### src/rtl/json_cmd_pkg.sv
// Shared types and constants for the JSON command sender: FSM states,
// default baud settings and the fixed command message.
package json_cmd_pkg;

    typedef enum logic [1:0] {
        ST_IDLE,
        ST_SEND,
        ST_DONE
    } state_e;

    localparam int DEF_CLKS_PER_BIT = 434;  // 50 MHz / 115200
    localparam int DEF_BITS_N       = 8;
    localparam int MSG_LEN          = 25;

    // {"T":1,"L":0.5,"R":0.5} CR LF
    localparam logic [7:0] MSG [MSG_LEN] = '{
        8'h7B, 8'h22, 8'h54, 8'h22, 8'h3A, 8'h31, 8'h2C, 8'h22, 8'h4C,
        8'h22, 8'h3A, 8'h30, 8'h2E, 8'h35, 8'h2C, 8'h22, 8'h52, 8'h22,
        8'h3A, 8'h30, 8'h2E, 8'h35, 8'h7D, 8'h0D, 8'h0A
    };

    function automatic logic [7:0] msg_byte(input logic [4:0] i);
        return (int'(i) < MSG_LEN) ? MSG[i] : 8'h00;
    endfunction

endpackage

### src/rtl/uart_tx.sv
// UART transmitter: start bit, BITS_N data bits LSB first, stop bit,
// each held CLKS_PER_BIT cycles. Accepts a byte when data_valid && data_ready.
module uart_tx
    import json_cmd_pkg::*;
#(
    parameter int CLKS_PER_BIT = DEF_CLKS_PER_BIT,
    parameter int BITS_N       = DEF_BITS_N
) (
    input  logic              clk,
    input  logic              rst,
    input  logic [BITS_N-1:0] data,
    input  logic              data_valid,
    output logic              data_ready,
    output logic              tx
);

    localparam int CW = (CLKS_PER_BIT > 1) ? $clog2(CLKS_PER_BIT) : 1;
    localparam int BW = $clog2(BITS_N + 2);
    localparam logic [CW-1:0] CNT_LAST = CW'(CLKS_PER_BIT - 1);
    localparam logic [BW-1:0] STOP_POS = BW'(BITS_N + 1);

    logic              busy_q, busy_d;
    logic              tx_q, tx_d;
    logic [CW-1:0]     cnt_q, cnt_d;
    logic [BW-1:0]     bit_q, bit_d;
    logic [BITS_N:0]   shf_q, shf_d;

    always_ff @(posedge clk) begin
        if (!rst) begin
            busy_q <= 1'b0;
            tx_q   <= 1'b1;
            cnt_q  <= '0;
            bit_q  <= '0;
            shf_q  <= '1;
        end else begin
            busy_q <= busy_d;
            tx_q   <= tx_d;
            cnt_q  <= cnt_d;
            bit_q  <= bit_d;
            shf_q  <= shf_d;
        end
    end

    // shf holds the bits still to go after the start bit: data then stop
    always_comb begin
        busy_d = busy_q;
        tx_d   = tx_q;
        cnt_d  = cnt_q;
        bit_d  = bit_q;
        shf_d  = shf_q;
        if (!busy_q) begin
            if (data_valid) begin
                busy_d = 1'b1;
                tx_d   = 1'b0;
                cnt_d  = '0;
                bit_d  = '0;
                shf_d  = {1'b1, data};
            end
        end else if (cnt_q == CNT_LAST) begin
            cnt_d = '0;
            if (bit_q == STOP_POS) begin
                busy_d = 1'b0;
                tx_d   = 1'b1;
            end else begin
                tx_d  = shf_q[0];
                shf_d = {1'b1, shf_q[BITS_N:1]};
                bit_d = bit_q + BW'(1);
            end
        end else begin
            cnt_d = cnt_q + CW'(1);
        end
    end

    assign data_ready = ~busy_q;
    assign tx         = tx_q;

endmodule

### src/rtl/json_command_sender.sv
// Sends the fixed JSON command over UART once per valid request and
// raises ready until the requester drops valid.
module json_command_sender
    import json_cmd_pkg::*;
#(
    parameter int CLKS_PER_BIT = DEF_CLKS_PER_BIT,
    parameter int BITS_N       = DEF_BITS_N,
    parameter int NUM_BYTES    = MSG_LEN
) (
    input  logic              clk,
    input  logic              rst,
    input  logic              valid,
    output logic              uart_out,
    output logic              ready,
    output logic [BITS_N-1:0] current_byte
);

    localparam int IW = $clog2(NUM_BYTES + 1);
    localparam logic [IW-1:0] LAST_IDX = IW'(NUM_BYTES - 1);

    state_e            state_q, state_d;
    logic [IW-1:0]     idx_q, idx_d;
    logic              data_valid;
    logic              data_ready;
    logic [BITS_N-1:0] data;

    function automatic logic [BITS_N-1:0] byte_at(input logic [IW-1:0] i);
        return BITS_N'(msg_byte(5'(i)));
    endfunction

    always_ff @(posedge clk) begin
        if (!rst) begin
            state_q <= ST_IDLE;
            idx_q   <= '0;
        end else begin
            state_q <= state_d;
            idx_q   <= idx_d;
        end
    end

    // The next byte is handed over in the cycle the previous stop bit ends,
    // so idx_q always names the byte on the wire.
    always_comb begin
        state_d    = state_q;
        idx_d      = idx_q;
        data_valid = 1'b0;
        data       = byte_at(idx_q + IW'(1));
        ready      = 1'b0;
        case (state_q)
            ST_IDLE: begin
                data = byte_at('0);
                if (valid && data_ready) begin
                    data_valid = 1'b1;
                    state_d    = ST_SEND;
                end
            end
            ST_SEND: begin
                if (data_ready) begin
                    if (idx_q == LAST_IDX) begin
                        state_d = ST_DONE;
                    end else begin
                        idx_d      = idx_q + IW'(1);
                        data_valid = 1'b1;
                    end
                end
            end
            ST_DONE: begin
                ready = 1'b1;
                if (!valid) begin
                    state_d = ST_IDLE;
                    idx_d   = '0;
                end
            end
            default: state_d = ST_IDLE;
        endcase
    end

    assign current_byte = byte_at(idx_q);

    uart_tx #(
        .CLKS_PER_BIT(CLKS_PER_BIT),
        .BITS_N      (BITS_N)
    ) u_uart_tx (
        .clk       (clk),
        .rst       (rst),
        .data      (data),
        .data_valid(data_valid),
        .data_ready(data_ready),
        .tx        (uart_out)
    );

endmodule

### config.mk
export PLATFORM = sky130hd
export DESIGN_NAME = json_command_sender
export DESIGN_NICKNAME = d
export VERILOG_FILES = /design/src/rtl/json_cmd_pkg.sv /design/src/rtl/uart_tx.sv /design/src/rtl/json_command_sender.sv
export SDC_FILE = /design/constraint.sdc
export NUM_CORES = 1
export LEC_CHECK = 0
export BUFFER_PORTS_ARGS = -buffer_cell sky130_fd_sc_hd__buf_2
export CAP_MARGIN = 15
export CORE_ASPECT_RATIO = 0.6
export CORE_UTILIZATION = 50
export CTS_CLUSTER_SIZE = 24
export DETAILED_ROUTE_END_ITERATION = 16
export PLACE_DENSITY = 0.71
export SETUP_SLACK_MARGIN = 0.5
export SKIP_LAST_GASP = 1
export SYNTH_ARGS = -nofsm -noshare
export SYNTH_HDL_FRONTEND = slang
export SYNTH_SLANG_ARGS = --single-unit
### constraint.sdc
create_clock -name clk -period 2.9 [get_ports clk]
set_clock_uncertainty 0.05 [all_clocks]
set_input_delay 0.435 -clock clk [delete_from_list [all_inputs] [get_ports clk]]
set_output_delay 0.435 -clock clk [all_outputs]
set_load 0.03 [all_outputs]
==> implementation parameters <==
Parameter                              Value

Yosys
  Net count after synthesis    341
  Netlist cell types    63
  Synth Flop Type    dfxtp_1
  Register bit total from synthesis    30
  Synthesized area per cell    7.453 µm²
  Number of synthesized flops with an enable pin    0
  Cells after Synth    324
  Netlist area before placement    0.002415 mm²
  Number of warnings reported in the yosys synthesis log    0
  Part of the Yosys area used for sequential elements    24.87%
  Async SR Flop Fraction    0%

Power and ir drop
  Leak Pwr    1.036 nW
  Combinational Power Share    19.0%
  Clock Power Share    34.1%
  Net switching power    0.2816 mW
  Sequential Power Share    46.8%
  Switching share of power    29.35%
  Total power after layout    0.9594 mW
  Power density over the cells    361.5 mW/mm²
  Internal power consumption    0.6777 mW
  Maximum resistive drop on vdd    0.2582 mV

Layout
  Fill cells    435
  Total number of nets in the final design    349
  Antenna cells    0
  Fraction of the core area covered by cells at the end of the flow    57.54%
  Most common cell after layout, fill and taps aside    o21ai_0
  Most frequent cells in the layout    o21ai_0 (31), nor2_1 (30), dfxtp_1 (28)
  Fin area    0.002654 mm²
  Share of final-layout standard cells stronger than drive strength 1    14.80%
  Area growth syn-to-layout    9.897%

Place
  Area after detailed placement    0.002492 mm²
  Placed wire-length estimate    4406 µm
  Gp weighted congestion    0.9190
  Worst setup slack before clock tree synthesis    0.3953 ns
  Input/output buffers    11

Floorplanning
  IO Pins    13
  FP Rows    19
  Height of the die    55.83 µm
  Core box area    0.004612 mm²
  Die boundary width    91.72 µm
  Initial core utilization    52.36%
  Area of the die    0.005121 mm²

GRT
  Overall Global Routing Usage    25.52%
  Leftover overflow at the end of global routing    0
  Maximum number of pins on one net before global-route repair    19
  Via count of the first global-routing pass    2118
  Antenna violations before repair    0
  Global-route wire length before repair    10510 µm

STA
  Setup Total Neg Slack    0 ns
  Max_slew headroom    60.95%
  RSZ-0062 raised after global routing    yes
  Final critical delay including setup and external delays    2.343 ns
  Number of hold violations in the final report    0
  Crit path setup slack, layout    0.5567 ns
  Maximum frequency from static timing analysis    0.4267 GHz
  Number of max-slew violations in the final report    0
  Worst Tran Pin Value    0.5821 ns
  Final number of setup-violating endpoints    0
  Fraction of the cycle the final worst path needs    80.81%

Run
  Maxcap violations    0

Route
  Remaining DRCs    0
  Number of nets still failing antenna checks after routing    0
  Ratio of routed vias to standard cells    6.223
  Wire per inst    15.67 µm
  Drt first pass iters    6
  Detailed-route wire length    6174 µm
  Total number of vias    2452
  First DRT Iteration DRCs    435

Setup path
  Bufs and invs on worst path    3
  Worst path max stage delay    0.40 ns
  CP top delay family    buffers and inverters
  Type of origin of the critical path    flop
  Worst path required time    2.41 ns
  WP data arrival    1.86 ns
  Endpoint kind of the worst setup timing path    output port
  Startpoint-to-endpoint class of the critical path    flop to output port
  Maximum fanout along the worst path    9
  Ordered cell list for the critical path    clkinvlp_4, ha_4, inv_1, a211oi_2, a211oi_1, nor2_2, clkbuf_4
  Crit-path slowest cell    dfxtp_4

Clocking
  TritonCTS clock tree    done
  Clock Latency Late Sink    0.27 ns
  Register clock-pin slew on the reported worst setup and hold paths    0.06 ns
  CTS hold repair buffers    0
  TritonCTS Buffers    5
  Level count of the clock H-tree    2
  Clock Tree Root    clkbuf_8
  Sink count of the clock tree    30
  Longest Clk Path Bufs    2

Run status
  Outcome    finished clean

Worst hold path
  HP Class    input pin to flop
==> Yosys cell counts (all sizes together), types with 3 or more instances <==
master | n | share of area [%]
o311ai | 6 | 2.2
nor3 | 11 | 2.3
a21oi | 26 | 5.4
clkbuf | 11 | 1.7
buf | 12 | 3.2
nor2b | 8 | 2.4
o22ai | 3 | 0.78
a211o | 3 | 1.1
ha | 14 | 7.3
nor2 | 31 | 4.8
a21o | 3 | 0.93
mux2i | 3 | 1.2
a311oi | 3 | 1.1
dfxtp | 30 | 25
and2 | 3 | 0.78
nand3b | 3 | 0.93
nand2b | 9 | 2.3
inv | 16 | 2.5
o211ai | 3 | 0.93
a31oi | 7 | 1.8
and4 | 3 | 1.1
nand2 | 24 | 3.7
nand3 | 13 | 2.7
a211oi | 6 | 2.1
o21ai | 34 | 7.0
==> stage by stage <==
step	std cells	hold slack [ns]
floorplan	324	0.3975
global placement	383	0.4144
detailed placement	383	0.4177
CTS	391	0.3967
global route	394	0.4171
finish	394	0.4000
==> what timing repair did <==
item,CTS,global route
hold endpoints to repair,0,0
setup endpoints to repair,7,2
pin swaps,0,1
resized for setup,7,3
setup buffers,2,3
==> kinds of logic (layout without fill, tap and decap cells) <==
kind of cell | count (synthesis) | count (layout) | synth area share [%]
flip-flops | 30 | 30 | 24.87
adder cells (fa/ha/maj) | 14 | 14 | 7.254
multiplexers | 3 | 3 | 1.244
buffers and inverters | 40 | 47 | 7.564
other | 1 | 1 | 0.1553
XOR/XNOR | 4 | 4 | 1.762
AND/OR/NAND/NOR | 117 | 117 | 25.44
AO/OA/AOI/OAI | 115 | 115 | 31.71
==> sequential cells by signal (all words and copies together), names as in the netlist <==
name              flops
u_uart_tx.cnt_q       9
u_uart_tx.shf_q       8
idx_q                 5
u_uart_tx.bit_q       4
state_q               2
u_uart_tx.busy_q      1
u_uart_tx.tx          1
==> final cells by class <==
type | count | area [µm²] | share of cell area (%)
multi-input combinational | 254 | 1664 | 62.71
sequential | 30 | 605.6 | 22.82
timing repair buffer | 24 | 155.1 | 5.846
clock buffer | 6 | 82.58 | 3.112
tap | 63 | 78.83 | 2.970
inverter | 17 | 67.56 | 2.546
==> routing by layer <==
metal	vias to the layer above	part of all wire [%]	GRT usage, %
met5	-	0	0
li1	1198	-	-
met2	114	37	32.22
met3	14	8.6	5.464
met4	0	0.94	3.571
met1	1126	53	43.00
==> worst reg2reg max path: stages (launching register included) <==
cell      delay, ns
dfxtp_4        0.40
ha_1           0.27
inv_1          0.11
ha_4           0.36
or3b_1         0.36
a21boi_0       0.16
o21ai_1        0.09
a31o_2         0.24
a22oi_2        0.10
==> power groups by stage <==
stage	registers [mW]	logic (mW)	clock network, mW
after floorplan	0.450	0.135	0
final	0.449	0.183	0.327
after CTS	0.449	0.172	0.336
after detailed placement	0.457	0.164	0
after global placement	0.456	0.163	0
after global routing	0.452	0.200	0.354
==> final timing paths <==
check,from,end,slack [ns],cells after the start
setup / recovery,idx_q[0]$_SDFFE_PN0P_,current_byte[1],0.56,7
hold / removal,valid,state_q[1]$_SDFFE_PN0P_,0.40,3
setup reg to reg,idx_q[0]$_SDFFE_PN0P_,u_uart_tx.shf_q[3]$_SDFFE_PN1P_,0.69,8
hold reg to reg,u_uart_tx.shf_q[6]$_SDFFE_PN1P_,u_uart_tx.shf_q[6]$_SDFFE_PN1P_,0.44,2
Note: power is estimated with default switching activity, not from simulation.
